<file path="src/rtl/seq_det_pkg.sv">
// Shared constants and helpers for the configurable serial sequence detector.
package seq_det_pkg;

    localparam int unsigned MODE_MEALY  = 0;
    localparam int unsigned MODE_MOORE  = 1;
    localparam int unsigned PAT_LEN_MIN = 2;
    localparam int unsigned PAT_LEN_MAX = 32;

    function automatic logic [31:0] sat_inc(input logic [31:0] val, input logic [31:0] max);
        return (val >= max) ? max : val + 32'd1;
    endfunction

endpackage

</file>
<file path="src/rtl/sat_counter.sv">
// Saturating up-counter with synchronous clear; holds at all-ones instead of wrapping.
module sat_counter
    import seq_det_pkg::*;
#(
    parameter int unsigned W = 8
) (
    input  logic         clk,
    input  logic         reset,
    input  logic         clr,
    input  logic         en,
    output logic [W-1:0] count
);

    localparam logic [W-1:0] ONES = '1;

    logic [W-1:0] count_q;

    always_ff @(posedge clk) begin
        if (reset || clr) begin
            count_q <= '0;
        end else if (en) begin
            count_q <= W'(sat_inc(32'(count_q), 32'(ONES)));
        end
    end

    assign count = count_q;

endmodule

</file>
<file path="src/rtl/seq_detector_cfg.sv">
// Serial sequence detector with runtime-loadable pattern/overlap mode and a saturating
// match counter; output timing (Mealy or Moore) is fixed per instance.
module seq_detector_cfg
    import seq_det_pkg::*;
#(
    parameter int unsigned               PAT_LEN = 4,
    parameter logic [PAT_LEN_MAX-1:0]    PATTERN = 32'b1011,
    parameter bit                        OVERLAP = 1'b1,
    parameter int unsigned               MOORE   = MODE_MEALY,
    parameter int unsigned               CNT_W   = 8
) (
    input  logic               clk,
    input  logic               reset,
    input  logic               din_valid,
    input  logic               din,
    input  logic               cfg_load,
    input  logic [PAT_LEN-1:0] cfg_pattern,
    input  logic               cfg_overlap,
    output logic               dout,
    output logic [CNT_W-1:0]   match_count
);

    localparam int unsigned      FW       = (PAT_LEN > 2) ? $clog2(PAT_LEN) : 1;
    localparam logic [FW-1:0]    FILL_MAX = FW'(PAT_LEN - 1);

    if (PAT_LEN < PAT_LEN_MIN || PAT_LEN > PAT_LEN_MAX) begin : g_bad_len
        $error("seq_detector_cfg: PAT_LEN %0d outside legal range", PAT_LEN);
    end

    if (PAT_LEN < PAT_LEN_MAX) begin : g_pat_chk
        if ((PATTERN >> PAT_LEN) != '0) begin : g_bad_pat
            $error("seq_detector_cfg: PATTERN wider than PAT_LEN");
        end
    end

    logic [PAT_LEN-1:0] pat_q;
    logic               ovl_q;
    logic [PAT_LEN-2:0] hist_q, hist_d;
    logic [FW-1:0]      fill_q, fill_d;
    logic [PAT_LEN-1:0] cand;
    logic               accept;
    logic               hit;

    // Newest bit sits in the LSB, so the oldest bit lines up with the pattern MSB.
    assign cand = {hist_q, din};

    always_comb begin
        accept = din_valid & ~cfg_load;
        hit    = accept & ~reset & (fill_q == FILL_MAX) & (cand == pat_q);
        hist_d = hist_q;
        fill_d = fill_q;
        if (cfg_load) begin
            fill_d = '0;
        end else if (accept) begin
            hist_d = cand[PAT_LEN-2:0];
            // Non-overlapping mode demands a full set of fresh bits after each match.
            if (hit && !ovl_q) begin
                fill_d = '0;
            end else begin
                fill_d = FW'(sat_inc(32'(fill_q), 32'(FILL_MAX)));
            end
        end
    end

    always_ff @(posedge clk) begin
        if (reset) begin
            pat_q  <= PATTERN[PAT_LEN-1:0];
            ovl_q  <= OVERLAP;
            hist_q <= '0;
            fill_q <= '0;
        end else begin
            if (cfg_load) begin
                pat_q <= cfg_pattern;
                ovl_q <= cfg_overlap;
            end
            hist_q <= hist_d;
            fill_q <= fill_d;
        end
    end

    if (MOORE == MODE_MOORE) begin : g_moore
        logic dout_q;

        // hit is already low on a cfg_load cycle, which clears any pending pulse.
        always_ff @(posedge clk) begin
            if (reset) begin
                dout_q <= 1'b0;
            end else begin
                dout_q <= hit;
            end
        end

        assign dout = dout_q;
    end else begin : g_mealy
        assign dout = hit;
    end

    sat_counter #(
        .W (CNT_W)
    ) u_match_cnt (
        .clk   (clk),
        .reset (reset),
        .clr   (cfg_load),
        .en    (hit),
        .count (match_count)
    );

endmodule

</file>
<file path="config.mk">
export PLATFORM = sky130hd
export DESIGN_NAME = seq_detector_cfg
export DESIGN_NICKNAME = d
export VERILOG_FILES = /design/src/rtl/seq_det_pkg.sv /design/src/rtl/sat_counter.sv /design/src/rtl/seq_detector_cfg.sv
export SDC_FILE = /design/constraint.sdc
export NUM_CORES = 1
export LEC_CHECK = 0
export BUFFER_PORTS_ARGS = -buffer_cell sky130_fd_sc_hd__buf_2
export CORE_MARGIN = 2
export CORE_UTILIZATION = 50
export CTS_CLUSTER_SIZE = 16
export DETAILED_ROUTE_END_ITERATION = 7
export GPL_ROUTABILITY_DRIVEN = 0
export PLACE_DENSITY_LB_ADDON = 0.15
export SYNTH_ARGS = -nofsm -noshare
export SYNTH_HDL_FRONTEND = slang
export SYNTH_SLANG_ARGS = --single-unit
</file>
<file path="constraint.sdc">
create_clock -name clk -period 3.73 [get_ports clk]
set_input_delay 0.9325 -clock clk [delete_from_list [all_inputs] [get_ports clk]]
set_output_delay 0.9325 -clock clk [all_outputs]
set_load 0.02 [all_outputs]
</file>
### Word-level counts from Yosys, hierarchy flattened

Cells that the tools add are included.

* memories kept: 0
* logic and storage cells: 25
* latch bits: 0
* input port bits: 10
* output and inout port bits: 9
* ROM bits: 0
* RAM bits: 0
* register bits: 18

* add/subtract/negate cells: 2
* shift-type cells: 0
* $lt $le $gt $ge: 2
* equality and inequality tests: 2
* bitwise logic cells: 6
* multiply operators: 0
* reductions and logical operators: 5
* div/mod/pow operators: 0
* muxes and demuxes: 3

Operators with widths (count)
* adder 8 x 1 -> 8 bit (second input constant): 1
* >= comparator 8 bit (second input constant): 1
* two-way mux 8 bit: 1
* bitwise AND 1 bit: 4
* == test 4 bit: 1
* two-way mux 2 bit: 2
* adder 2 x 1 -> 2 bit (second input constant): 1
* == test 2 bit (second input constant): 1
* >= comparator 2 bit (second input constant): 1
* inverter 1 bit: 2
* AND reduction 2 bit: 1
* OR reduction 2 bit: 1
* logical AND 1 bit: 1
* zero test 1 bit: 1
* logical OR 1 bit: 1

### Logic depth before layout (Yosys ltp)

Gate-level depths: netlist of the first run.

* word-level depth: 7
* depth in mapped cells: 5
* gate-level depth less buffers: 5

### Hierarchy

From an unflattened synthesis of the first run, not the netlist that was laid out.

* cell total of the unflattened synthesis: 90
* area, all modules: 849.6 um^2

By module, submodules not included
* seq_detector_cfg: seq. area each 200.2 um^2, area an instance 469.2 um^2, instances 1, cells each 46
* sat_counter: seq. area each 160.2 um^2, area an instance 380.4 um^2, instances 1, cells each 44

### Worst setup path after synthesis of the first run

OpenSTA, ideal clock, no wires.

* path kind: input to output
* start: input port din
* end: output port dout
* data arrival time: 1856 ps
* slack: 942 ps
* required time: 2798 ps
* stages on the path: 4
* path through: xor2_1 > nor4_4 > and2_1 > buf_6

* cells in the longest elaborated chain, start to end: 2

RTL lines
* from (decl): line seq_detector_cfg.sv:15 `input logic din,`
* == test 4 bit: line seq_detector_cfg.sv:49 `hit = accept & ~reset & (fill_q == FILL_MAX) & (cand == pat_q);`
* bitwise AND 1 bit: line seq_detector_cfg.sv:49
* to (decl): line seq_detector_cfg.sv:19 `output logic dout,`

No other way between the ends.

### Final worst setup path of the first run

Ends and elaborated chain as after synthesis.

==> out/metrics.yaml, run 1 <==
ctsResizeCount: 0
r2r_cells: 5
synthDistinctLibCells: 30
n_antenna_cell: 0
slew-limit-headroom_pct: 63.01
synth_most_common_cell: "dfxtp_1"
min_period_ps: 3085
cts_setup_buffers: 0
critPathArrivalTime_ps: 2150
finalSetupViolCount: 0
synth-seq-cells: 18
synthTopCellsByArea: "dfxtp_1 (41%), nand2_1 (4.7%), a211oi_1 (4.3%)"
startpoint: "din"
yosys.area.top_type: "dfxtp_1"
ir_drop_mv: 0.2353
ys.flop_type: "dfxtp_1"
p_leak_nw: 0.4083
clk_path_buf_depth: 2
yosysTopAreaCellShare_pct: 41.38
clockPowerShare_pct: 28.8
fmax_ghz: 0.3241
post-route-period-util_pct: 82.71
drc: 0
drt_first_pass_iters: 4
criticalPathCategory: "in -> out"
clock_sinks: 18
fin_tns_setup_ps: 0
clk_pin_slew_ps: 100
ys_async_sr_fraction_pct: 0
clock_skew_ps: 1.261
die_y_um: 45.74
power_switching_uw: 74.42
netlist_instances: 96
status: "complete, no violations"
drive_above_1_share_pct: 22.81
avgSynthCellArea_um2: 9.071
wl_um: 1717
grt_setup_unrepaired: "false"
power_uw: 321.2
grt_pass1_wl_um: 2773
syn2layout_area_growth_pct: 13.65
yosysSeqAreaShare_pct: 41.38
insertion_delay_ps: 280
ios: 19
die_w_um: 45.74
cp-endpoint: "dout"
regArea_um2: 360.3
grt_max_degree: 14
initial_utilization_pct: 51.56
swShare_pct: 23.17
cp-end-kind: "output port"
syn-cell-area_um2: 870.8
cp.required_ps: 2800
multi_input_comb_area_um2: 480.5
cts_max_level: 1
final_hold_viol_count: 0
hold_ws_ps: 498.7
vias: 757
maxCapViolCount: 0
gr-total-overflow: 0
routed_via_density: 5.779
reg2reg_from: "u_match_cnt.count[0]$_SDFFE_PP0N_"
seq_power_share_pct: 62.5
die_area_um2: 2092
core_area_um2: 1689
start_kind: "input port"
cp_max_fo: 10
ctsHoldBuffers: 0
intPower_uw: 246.8
drt_iter0_markers: 14
routedWlPerCell_um: 13.11
nets: 127
reg2reg_to: "u_match_cnt.count[2]$_SDFFE_PP0N_"
grtUsageTotal_pct: 17.75
dp_hpwl_um: 1289
layout.filler_cells: 152
ant_nets: 0
core.rowCount: 15
cts_tree: "built"
grt_pass1_vias: 649
drv_slew: 0
synth-edff-count: 0
port_buffers: 18
pwr_density_cell_nw_per_um2: 324.5
synth_warnings: 0
synthTopCellsByCount: "dfxtp_1 (18), nand2_1 (11), a21oi_1 (6)"
antenna_found_initial: 0
cts_buffers: 3
p_comb_share_pct: 8.7
r2r_setup_slack_ps: 1920
hold_class: "reg -> reg"
cts_root_buf: "clkbuf_4"
syn-num-nets: 107
worstMarginPinSlew_ps: 550.7
-- state kept, by name (all words and copies together), names as in the netlist --
signal / cells
hist_q: 3
pat_q: 4
u_match_cnt.count: 8
ovl_q: 1
fill_q: 2
-- stage by stage --
stage	cell area, um2	worst slack (ps)	utilization [%]	cells
2_1_floorplan	870.8	941.9	-	96
3_3_place_gp	967.2	687.1	57.26	128
3_5_place_dp	967.2	667.9	57.26	128
4_1_cts	989.7	661.4	58.59	131
5_1_grt	989.7	541.5	58.59	131
6_report	989.7	645.0	58.59	131
-- cell families (layout without fill, tap and decap cells) --
group,count (synthesis),in the layout,share of synthesized area [%]
xor+xnor,4,4,4.023
mux,2,2,2.299
buf+inv,6,24,3.448
simple gates,39,39,26.58
flops,18,18,41.38
fa+ha+maj,1,1,1.437
compound gates,26,26,20.83
-- worst max-delay path, cell delays in order --
cell    delay (ps)
buf_2          110
xor2_1         170
nor4_4         540
and2_1         230
buf_2          170
-- power by group through the flow --
| stage | clock network (mW) | logic, mW | registers [mW] |
|---|---|---|---|
| after floorplan | 0 | 0.0201 | 0.204 |
| after global placement | 0 | 0.0276 | 0.205 |
| final | 0.0925 | 0.0281 | 0.201 |
| after global routing | 0.103 | 0.0308 | 0.201 |
| after detailed placement | 0 | 0.0281 | 0.205 |
| after CTS | 0.0961 | 0.0282 | 0.201 |
-- how the worst min path moves through the flow --
| stage | start | to | depth (start not counted) |
|---|---|---|---|
| 2_1_floorplan | hist_q[2]$_SDFFE_PP0P_ | hist_q[2]$_SDFFE_PP0P_ | 2 |
| 3_3_place_gp | hist_q[0]$_SDFFE_PP0P_ | hist_q[1]$_SDFFE_PP0P_ | 2 |
| 3_5_place_dp | hist_q[2]$_SDFFE_PP0P_ | hist_q[2]$_SDFFE_PP0P_ | 2 |
| 4_1_cts | hist_q[2]$_SDFFE_PP0P_ | hist_q[2]$_SDFFE_PP0P_ | 2 |
| 5_1_grt | hist_q[1]$_SDFFE_PP0P_ | hist_q[2]$_SDFFE_PP0P_ | 2 |
| 6_report | hist_q[0]$_SDFFE_PP0P_ | hist_q[1]$_SDFFE_PP0P_ | 2 |
-- layout by cell type (no fill, tap or decap), types with 2 or more instances in the layout --
master    synthesis  final
a311oi_1          3      3
nand2b_1          2      2
a211o_1           4      4
a31oi_1           5      5
and3_1            3      3
a211oi_1          5      5
mux2i_1           2      2
buf_2             0     18
nand2_1          11     11
inv_1             2      2
a21oi_1           6      6
clkbuf_4          0      3
dfxtp_1          18     18
nor2_1            5      5
nor2b_1           5      5
nand4_1           3      3
and2_1            3      3
xor2_1            4      4
-- per-layer routing --
| layer | up-vias | wire length [um] | share of wire [%] | track usage [%] |
|---|---|---|---|---|
| met3 | 0 | 58 | 3.4 | 3.571 |
| met1 | 350 | 927 | 54 | 28.22 |
| li1 | 393 | - | - | - |
| met2 | 14 | 731 | 43 | 24.51 |
| met4 | 0 | 0 | 0 | 3.429 |
| met5 | - | 0 | 0 | 0 |
-- final cells by class --
| type | count | area share [%] |
|---|---|---|
| Clock buffer | 3 | 2.276 |
| Inverter | 2 | 0.7585 |
| Multi-Input combinational cell | 72 | 48.55 |
| Sequential cell | 18 | 36.41 |
| Tap cell | 17 | 2.149 |
| Timing Repair Buffer | 19 | 9.861 |
Power figures use the tool's default switching activity.
==> inputs of run 2 (changes only) <==
--- a/config.mk
+++ b/config.mk
@@ -5,7 +5,9 @@
 export SDC_FILE = /design/constraint.sdc
 export NUM_CORES = 1
 export LEC_CHECK = 0
+export ABC_AREA = 1
 export BUFFER_PORTS_ARGS = -buffer_cell sky130_fd_sc_hd__buf_2
+export CORE_ASPECT_RATIO = 1.5
 export CORE_MARGIN = 2
 export CORE_UTILIZATION = 50
 export CTS_CLUSTER_SIZE = 16
==> constraint.sdc (replaced) <==
create_clock -name clk -period 3.2 [get_ports clk]
set_input_delay 0.8 -clock clk [delete_from_list [all_inputs] [get_ports clk]]
set_output_delay 0.8 -clock clk [all_outputs]
set_load 0.02 [all_outputs]
==> run 2 against run 1 <==
  * Combinational power is 51% higher
  * Wire length rose by 33%
  * Core utilization is 0.74 points lower
  * Critical path depth is 2 higher
  * First-iteration DRC count grew 86%
  * Global-route usage rose by 4.0 points
  * Critical path type unchanged
  * Clock skew rose by 11 ps
  * Clock power increased by 22%
  * Largest power group unchanged
  * Via count grew 31%
  * Final area rose by 16%
  * Sequential share of layout area is 4.9 points lower
  * Worst setup slack better by 72 ps
==> out/metrics.yaml, run 2 <==
die_w_um: 40.78  # was 45.74 um
slew-limit-headroom_pct: 79.56  # was 63.01%
ir_drop_mv: 0.2501  # was 0.2353 mV
cts_max_level: 1  # unchanged
cp-endpoint: "dout"  # unchanged
largest_reg_flops: 8  # unchanged
min_period_ps: 2483
clk_pin_slew_ps: 100  # about the same
synth-edff-count: 0  # unchanged
status: "complete, no violations"  # unchanged
crit_slowest_cell: "buf_2"  # was nor4_4
drt_iter0_markers: 26  # was 14
yosys.area_share.simple_pct: 37.24  # was 26.58%
grt_pass1_wl_um: 3477  # was 2773 um
yosysSeqAreaShare_pct: 35.51  # was 41.38%
final_common_cell: "nand2_1"
cp_cell_sequence: "buf_2 > inv_6 > nand3_4 > nor2_4 > nand2_4 > nor2_8 > buf_2"  # was buf_2 > xor2_1 > nor4_4 > and2_1 > buf_2
utilization_pct: 57.85  # was 58.59%
final_hold_viol_count: 0  # unchanged
vias: 995  # was 757
syn-num-nets: 165  # was 107
cts_root_buf: "clkbuf_4"  # unchanged
ios: 19  # unchanged
die_area_um2: 2413  # was 2092 um2
drc: 0  # unchanged
cp_top_family: "simple AND/OR/NAND/NOR gates"  # unchanged
dp_hpwl_um: 1781  # was 1289 um
hold_class: "reg -> reg"  # unchanged
hold_ws_ps: 482.6  # was 498.7 ps
cp-end-kind: "output port"  # unchanged
worstMarginPinSlew_ps: 305.7  # was 550.7 ps
layout.filler_cells: 201  # was 152
insertion_delay_ps: 300  # was 280 ps
stdcell_count: 196  # was 131
syn-cell-area_um2: 1015  # was 870.8 um2
core_area_um2: 1977  # was 1689 um2
post-route-period-util_pct: 77.60
reg2reg_to: "u_match_cnt.count[6]$_SDFFE_PP0N_"  # was u_match_cnt.count[2]$_SDFFE_PP0N_
max_stage_delay_ps: 190  # was 540 ps
nets: 187  # was 127
cp_common_cell: "buf_2"  # unchanged
ys.flop_type: "dfxtp_1"  # unchanged
avgSynthCellArea_um2: 6.589  # was 9.071 um2
routedWlPerCell_um: 11.62  # was 13.11 um
drt_first_pass_iters: 4  # unchanged
ys_async_sr_fraction_pct: 0  # unchanged
synth-seq-cells: 18  # unchanged
critPathArrivalTime_ps: 1680  # was 2150 ps
synth_most_common_cell: "nand2_1"  # was dfxtp_1
netlist_instances: 154  # was 96
ctsResizeCount: 0  # unchanged
clk_path_buf_depth: 2  # unchanged
grtUsageTotal_pct: 21.79  # was 17.75%
core.rowCount: 20  # was 15
cts_tree: "built"  # unchanged
finalSetupViolCount: 0  # unchanged
antenna_found_initial: 0  # unchanged
ant_nets: 0  # unchanged
cts_setup_buffers: 0  # unchanged
maxCapViolCount: 0  # unchanged
synth_compound_area_share_pct: 14.30  # was 20.83%
fin_tns_setup_ps: 0  # unchanged
cts_buffers: 3  # unchanged
synthTopCellsByCount: "nand2_1 (51), inv_1 (22), a21oi_1 (18), dfxtp_1 (18), o21ai_0 (11)"  # was dfxtp_1 (18), nand2_1 (11), a21oi_1 (6)
r2r_setup_slack_ps: 1740  # was 1920 ps
mostFrequentLayoutCells: "nand2_1 (51), inv_1 (22), a21oi_1 (18), dfxtp_1 (18), buf_2 (18)"  # was dfxtp_1 (18), buf_2 (18), nand2_1 (11), a21oi_1 (6)
n_antenna_cell: 0  # unchanged
synthMuxAreaShare_pct: 0  # was 2.299%
fmax_ghz: 0.4027
worstSetupPathDepth: 7  # was 5
synth_xor_area_share_pct: 0.8631  # was 4.023%
synthTopCellsByArea: "dfxtp_1 (36%), nand2_1 (19%), a21oi_1 (8.9%)"  # was dfxtp_1 (41%), nand2_1 (4.7%), a211oi_1 (4.3%)
synth_top_family_by_area: "simple AND/OR/NAND/NOR gates"  # unchanged
yosys.area.top_type: "dfxtp_1"  # unchanged
synthDistinctLibCells: 21  # was 30
p_leak_nw: 0.5454  # was 0.4083 nW
startpoint: "cfg_load"  # was din
critPathBufInv: 3  # was 2
routed_via_density: 5.077  # was 5.779
gr-total-overflow: 0  # unchanged
clock_sinks: 18  # unchanged
cp_max_fo: 10  # unchanged
grt_setup_unrepaired: "false"  # unchanged
dp_cells: 193  # was 128
grt_pass1_vias: 889  # was 649
criticalPathCategory: "in -> out"  # unchanged
port_buffers: 18  # unchanged
drv_slew: 0  # unchanged
drive_above_1_share_pct: 18.97  # was 22.81%
grt_max_degree: 11  # was 14
wl_um: 2277  # was 1717 um
synth_warnings: 0  # unchanged
synth-adder-area-share_pct: 1.233  # was 1.437%
r2r_cells: 7  # was 5
yosysTopAreaCellShare_pct: 35.51  # was 41.38%
start_kind: "input port"  # unchanged
ctsHoldBuffers: 0  # unchanged
syn2layout_area_growth_pct: 12.70  # was 13.65%
die_y_um: 59.18  # was 45.74 um
pwr_density_cell_nw_per_um2: 342.4  # was 324.5 nW/um2
clock_skew_ps: 12.24  # was 1.261 ps
reg2reg_from: "u_match_cnt.count[0]$_SDFFE_PP0N_"  # unchanged
initial_utilization_pct: 51.33  # was 51.56%
cp.required_ps: 2400  # was 2800 ps
run 2: cell type report:
type / instances / area [um2] / share of cell area, %
sequential: 18 / 360.3 / 31.51
tap: 22 / 27.53 / 2.407
inverter: 25 / 98.84 / 8.643
clock buffer: 3 / 22.52 / 1.969
multi-input combinational: 110 / 544.3 / 47.59
timing repair buffer: 18 / 90.09 / 7.877
run 2: through the flow:
step	area [um2]	total power, mW	setup slack [ps]
6_report	1144	0.3916	716.9
5_1_grt	1144	0.4096	656.0
4_1_cts	1144	0.3957	716.6
3_5_place_dp	1121	0.2839	718.0
3_3_place_gp	1121	0.2836	743.1
2_1_floorplan	1015	0.2702	994.8
run 2: metal layers:
| metal | part of all wire (%) | track usage (%) | vias up |
|---|---|---|---|
| li1 | - | - | 520 |
| met1 | 39 | 19.18 | 437 |
| met2 | 53 | 39.06 | 30 |
| met3 | 4.3 | 2.632 | 8 |
| met4 | 4.3 | 18.10 | 0 |
| met5 | 0 | 0 | - |
run 2: cells by family (layout without fill, tap and decap cells):
| logic type | Yosys count | after routing |
|---|---|---|
| flops | 18 | 18 |
| simple gates | 79 | 79 |
| fa+ha+maj | 1 | 1 |
| xor+xnor | 1 | 1 |
| buf+inv | 26 | 46 |
| compound gates | 29 | 29 |
run 2: worst min-delay path by stage:
stage,start,end,slack [ps],cells after the start
after detailed placement,hist_q[2]$_SDFFE_PP0P_,hist_q[2]$_SDFFE_PP0P_,460,2
after CTS,hist_q[2]$_SDFFE_PP0P_,hist_q[2]$_SDFFE_PP0P_,480,2
after global placement,hist_q[2]$_SDFFE_PP0P_,hist_q[2]$_SDFFE_PP0P_,460,2
after global routing,pat_q[2]$_SDFFE_PP0P_,pat_q[2]$_SDFFE_PP0P_,510,2
final,hist_q[2]$_SDFFE_PP0P_,hist_q[2]$_SDFFE_PP0P_,480,2
after floorplan,ovl_q$_SDFFE_PP1P_,ovl_q$_SDFFE_PP1P_,440,2
run 2: power by group:
group	switching (mW)	leakage, nW	total, mW	internal, mW
Clock	0.0690	0.0138	0.113	0.0439
Combinational	0.0275	0.384	0.0424	0.0149
Sequential	0.00486	0.147	0.236	0.231
run 2: tightest hold or removal path, cell delays in order (launching register included):
cell	delay [ps]
dfxtp_1	330
inv_1	60
a21oi_1	50
==> inputs of run 3 (changes only) <==
--- a/config.mk
+++ b/config.mk
@@ -5,9 +5,8 @@
 export SDC_FILE = /design/constraint.sdc
 export NUM_CORES = 1
 export LEC_CHECK = 0
-export ABC_AREA = 1
+export ABC_AREA = 0
 export BUFFER_PORTS_ARGS = -buffer_cell sky130_fd_sc_hd__buf_2
-export CORE_ASPECT_RATIO = 1.5
 export CORE_MARGIN = 2
 export CORE_UTILIZATION = 50
 export CTS_CLUSTER_SIZE = 16
==> constraint.sdc (replaced) <==
create_clock -name clk -period 2.6 [get_ports clk]
set_input_delay 0.65 -clock clk [delete_from_list [all_inputs] [get_ports clk]]
set_output_delay 0.65 -clock clk [all_outputs]
set_load 0.02 [all_outputs]
==> run 3 against run 2 <==
  * Largest cell class unchanged
  * Total power up 28%
  * Final area down 10%
  * Clock-buffer cell count up 1
  * Combinational power about the same
  * Largest power group unchanged
  * Non-clock buffer count up 4
  * Sequential share of layout area up 3.6 points
  * Via count down 23%
  * Register-to-register slack worse by 930 ps
  * Global-route usage down 2.6 points
  * Clock power up 50%
  * Wire length down 20%
==> out/metrics.yaml, run 3 (same netlist as run 1, synthesis figures left out) <==
power_switching_uw: 112.4  # was 101.4 uW
die_w_um: 45.74  # was 40.78 um
utilization_pct: 60.74  # was 57.85%
cts_tree: "built"  # unchanged
finalSetupViolCount: 0  # unchanged
drc: 0  # unchanged
clockPowerShare_pct: 33.9  # was 28.8%
cp-end-kind: "output port"  # unchanged
p_comb_share_pct: 8.5  # was 10.8%
ios: 19  # unchanged
critPathArrivalTime_ps: 1580  # was 1680 ps
swShare_pct: 22.50  # was 25.89%
drv_slew: 0  # unchanged
layout.filler_cells: 167  # was 201
syn2layout_area_growth_pct: 17.82  # was 12.70%
power_uw: 499.5  # was 391.6 uW
seq_power_share_pct: 57.6  # was 60.3%
wl_um: 1821  # was 2277 um
die_y_um: 45.74  # was 59.18 um
cp.required_ps: 1950  # was 2400 ps
slew-limit-headroom_pct: 79.84  # was 79.56%
port_buffers: 18  # unchanged
grtUsageTotal_pct: 19.16  # was 21.79%
initial_utilization_pct: 51.56  # was 51.33%
clock_skew_ps: 8.275  # was 12.24 ps
cts_buffers: 3  # unchanged
grt_pass1_vias: 641  # was 889
clk_path_buf_depth: 2  # unchanged
cts_root_buf: "clkbuf_4"  # unchanged
die_area_um2: 2092  # was 2413 um2
dp_hpwl_um: 1304  # was 1781 um
drive_above_1_share_pct: 25.42  # was 18.97%
clk_pin_slew_ps: 100  # about the same
ant_nets: 0  # unchanged
clock_sinks: 18  # unchanged
fin_tns_setup_ps: 0  # unchanged
insertion_delay_ps: 290  # was 300 ps
fmax_ghz: 0.4477
criticalPathCategory: "in -> out"  # unchanged
vias: 770  # was 995
cp_max_fo: 2  # was 10
drt_first_pass_iters: 4  # unchanged
finish.instance_area_um2: 1026  # was 1144 um2
largest_reg_flops: 8  # unchanged
post-route-period-util_pct: 85.90
mostFrequentLayoutCells: "dfxtp_1 (18), buf_2 (18), nand2_1 (11), a21oi_1 (6)"  # was nand2_1 (51), inv_1 (22), a21oi_1 (18), dfxtp_1 (18), buf_2 (18)
gr-total-overflow: 0  # unchanged
min_period_ps: 2233
ctsResizeCount: 0  # unchanged
core.rowCount: 15  # was 20
status: "complete, no violations"  # unchanged
ir_drop_mv: 0.3309  # was 0.2501 mV
routed_via_density: 5.704  # was 5.077
grt_max_degree: 13  # was 11
intPower_uw: 387.1  # was 290.2 uW
start_kind: "input port"  # unchanged
pwr_density_cell_nw_per_um2: 486.9  # was 342.4 nW/um2
nets: 130  # was 187
grt_pass1_wl_um: 2835  # was 3477 um
ctsHoldBuffers: 0  # unchanged
p_leak_nw: 0.4312  # was 0.5454 nW
grt.busiest_layer: "met1"  # was met2
worstMarginPinSlew_ps: 301.8  # was 305.7 ps
final_hold_viol_count: 0  # unchanged
antenna_found_initial: 0  # unchanged
drt_iter0_markers: 15  # was 26
hold_class: "reg -> reg"  # unchanged
dpl_cell_area_um2: 989.7  # was 1121 um2
maxCapViolCount: 0  # unchanged
grtUsageMet3_pct: 4.762  # was 2.632%
core_area_um2: 1689  # was 1977 um2
grt_util_met1_pct: 28.22  # was 19.18%
n_antenna_cell: 0  # unchanged
cts_max_level: 1  # unchanged
routedWlPerCell_um: 13.49  # was 11.62 um
cts_setup_buffers: 0  # unchanged
grt_setup_unrepaired: "false"  # unchanged
grtUsageMet2_pct: 26.20  # was 39.06%
run 3: worst paths after layout:
check | startpoint | to | slack [ps] | cells after the start
max | din | dout | 370 | 5
max reg2reg | u_match_cnt.count[0]$_SDFFE_PP0N_ | u_match_cnt.count[2]$_SDFFE_PP0N_ | 810 | 5
min reg2reg | hist_q[2]$_SDFFE_PP0P_ | hist_q[2]$_SDFFE_PP0P_ | 480 | 2
min | hist_q[2]$_SDFFE_PP0P_ | hist_q[2]$_SDFFE_PP0P_ | 480 | 2
run 3: area by class of cell:
cell class	instances	area (um2)	area share [%]
clock buffers	4	36.28	3.537
inverters	2	7.507	0.7317
multi-input cells	72	480.5	46.83
flip-flops and latches	18	360.3	35.12
well taps	17	21.27	2.073
repair buffers	22	120.1	11.71
run 3: routing by layer:
metal / vias to the layer above / share of wire [%]
met5: - / 0
met4: 0 / 0
met3: 0 / 3.1
met2: 10 / 46
met1: 360 / 51
li1: 400 / -
run 3: critical path, stage by stage:
cell and delay [ps]:
buf_2 110, xor2_1 170, nor4_4 270, and2_1 200
buf_2 170
run 3: stage by stage:
| stage | hold slack, ps | setup WS [ps] | cells |
|---|---|---|---|
| after floorplan | 448.1 | 376.9 | 96 |
| after global placement | 475.9 | 362.3 | 131 |
| after detailed placement | 463.2 | 355.9 | 131 |
| after CTS | 484.9 | 353.0 | 135 |
| after global routing | 519.8 | 316.3 | 135 |
| final | 482.0 | 366.5 | 135 |
run 3: power by group through the flow:
stage               combinational [mW]  clock (mW)  sequential [mW]
floorplan                       0.0289           0            0.293
global placement                0.0416           0            0.294
detailed placement              0.0421           0            0.294
CTS                             0.0425       0.179            0.288
global route                    0.0464       0.190            0.289
finish                          0.0423       0.169            0.288
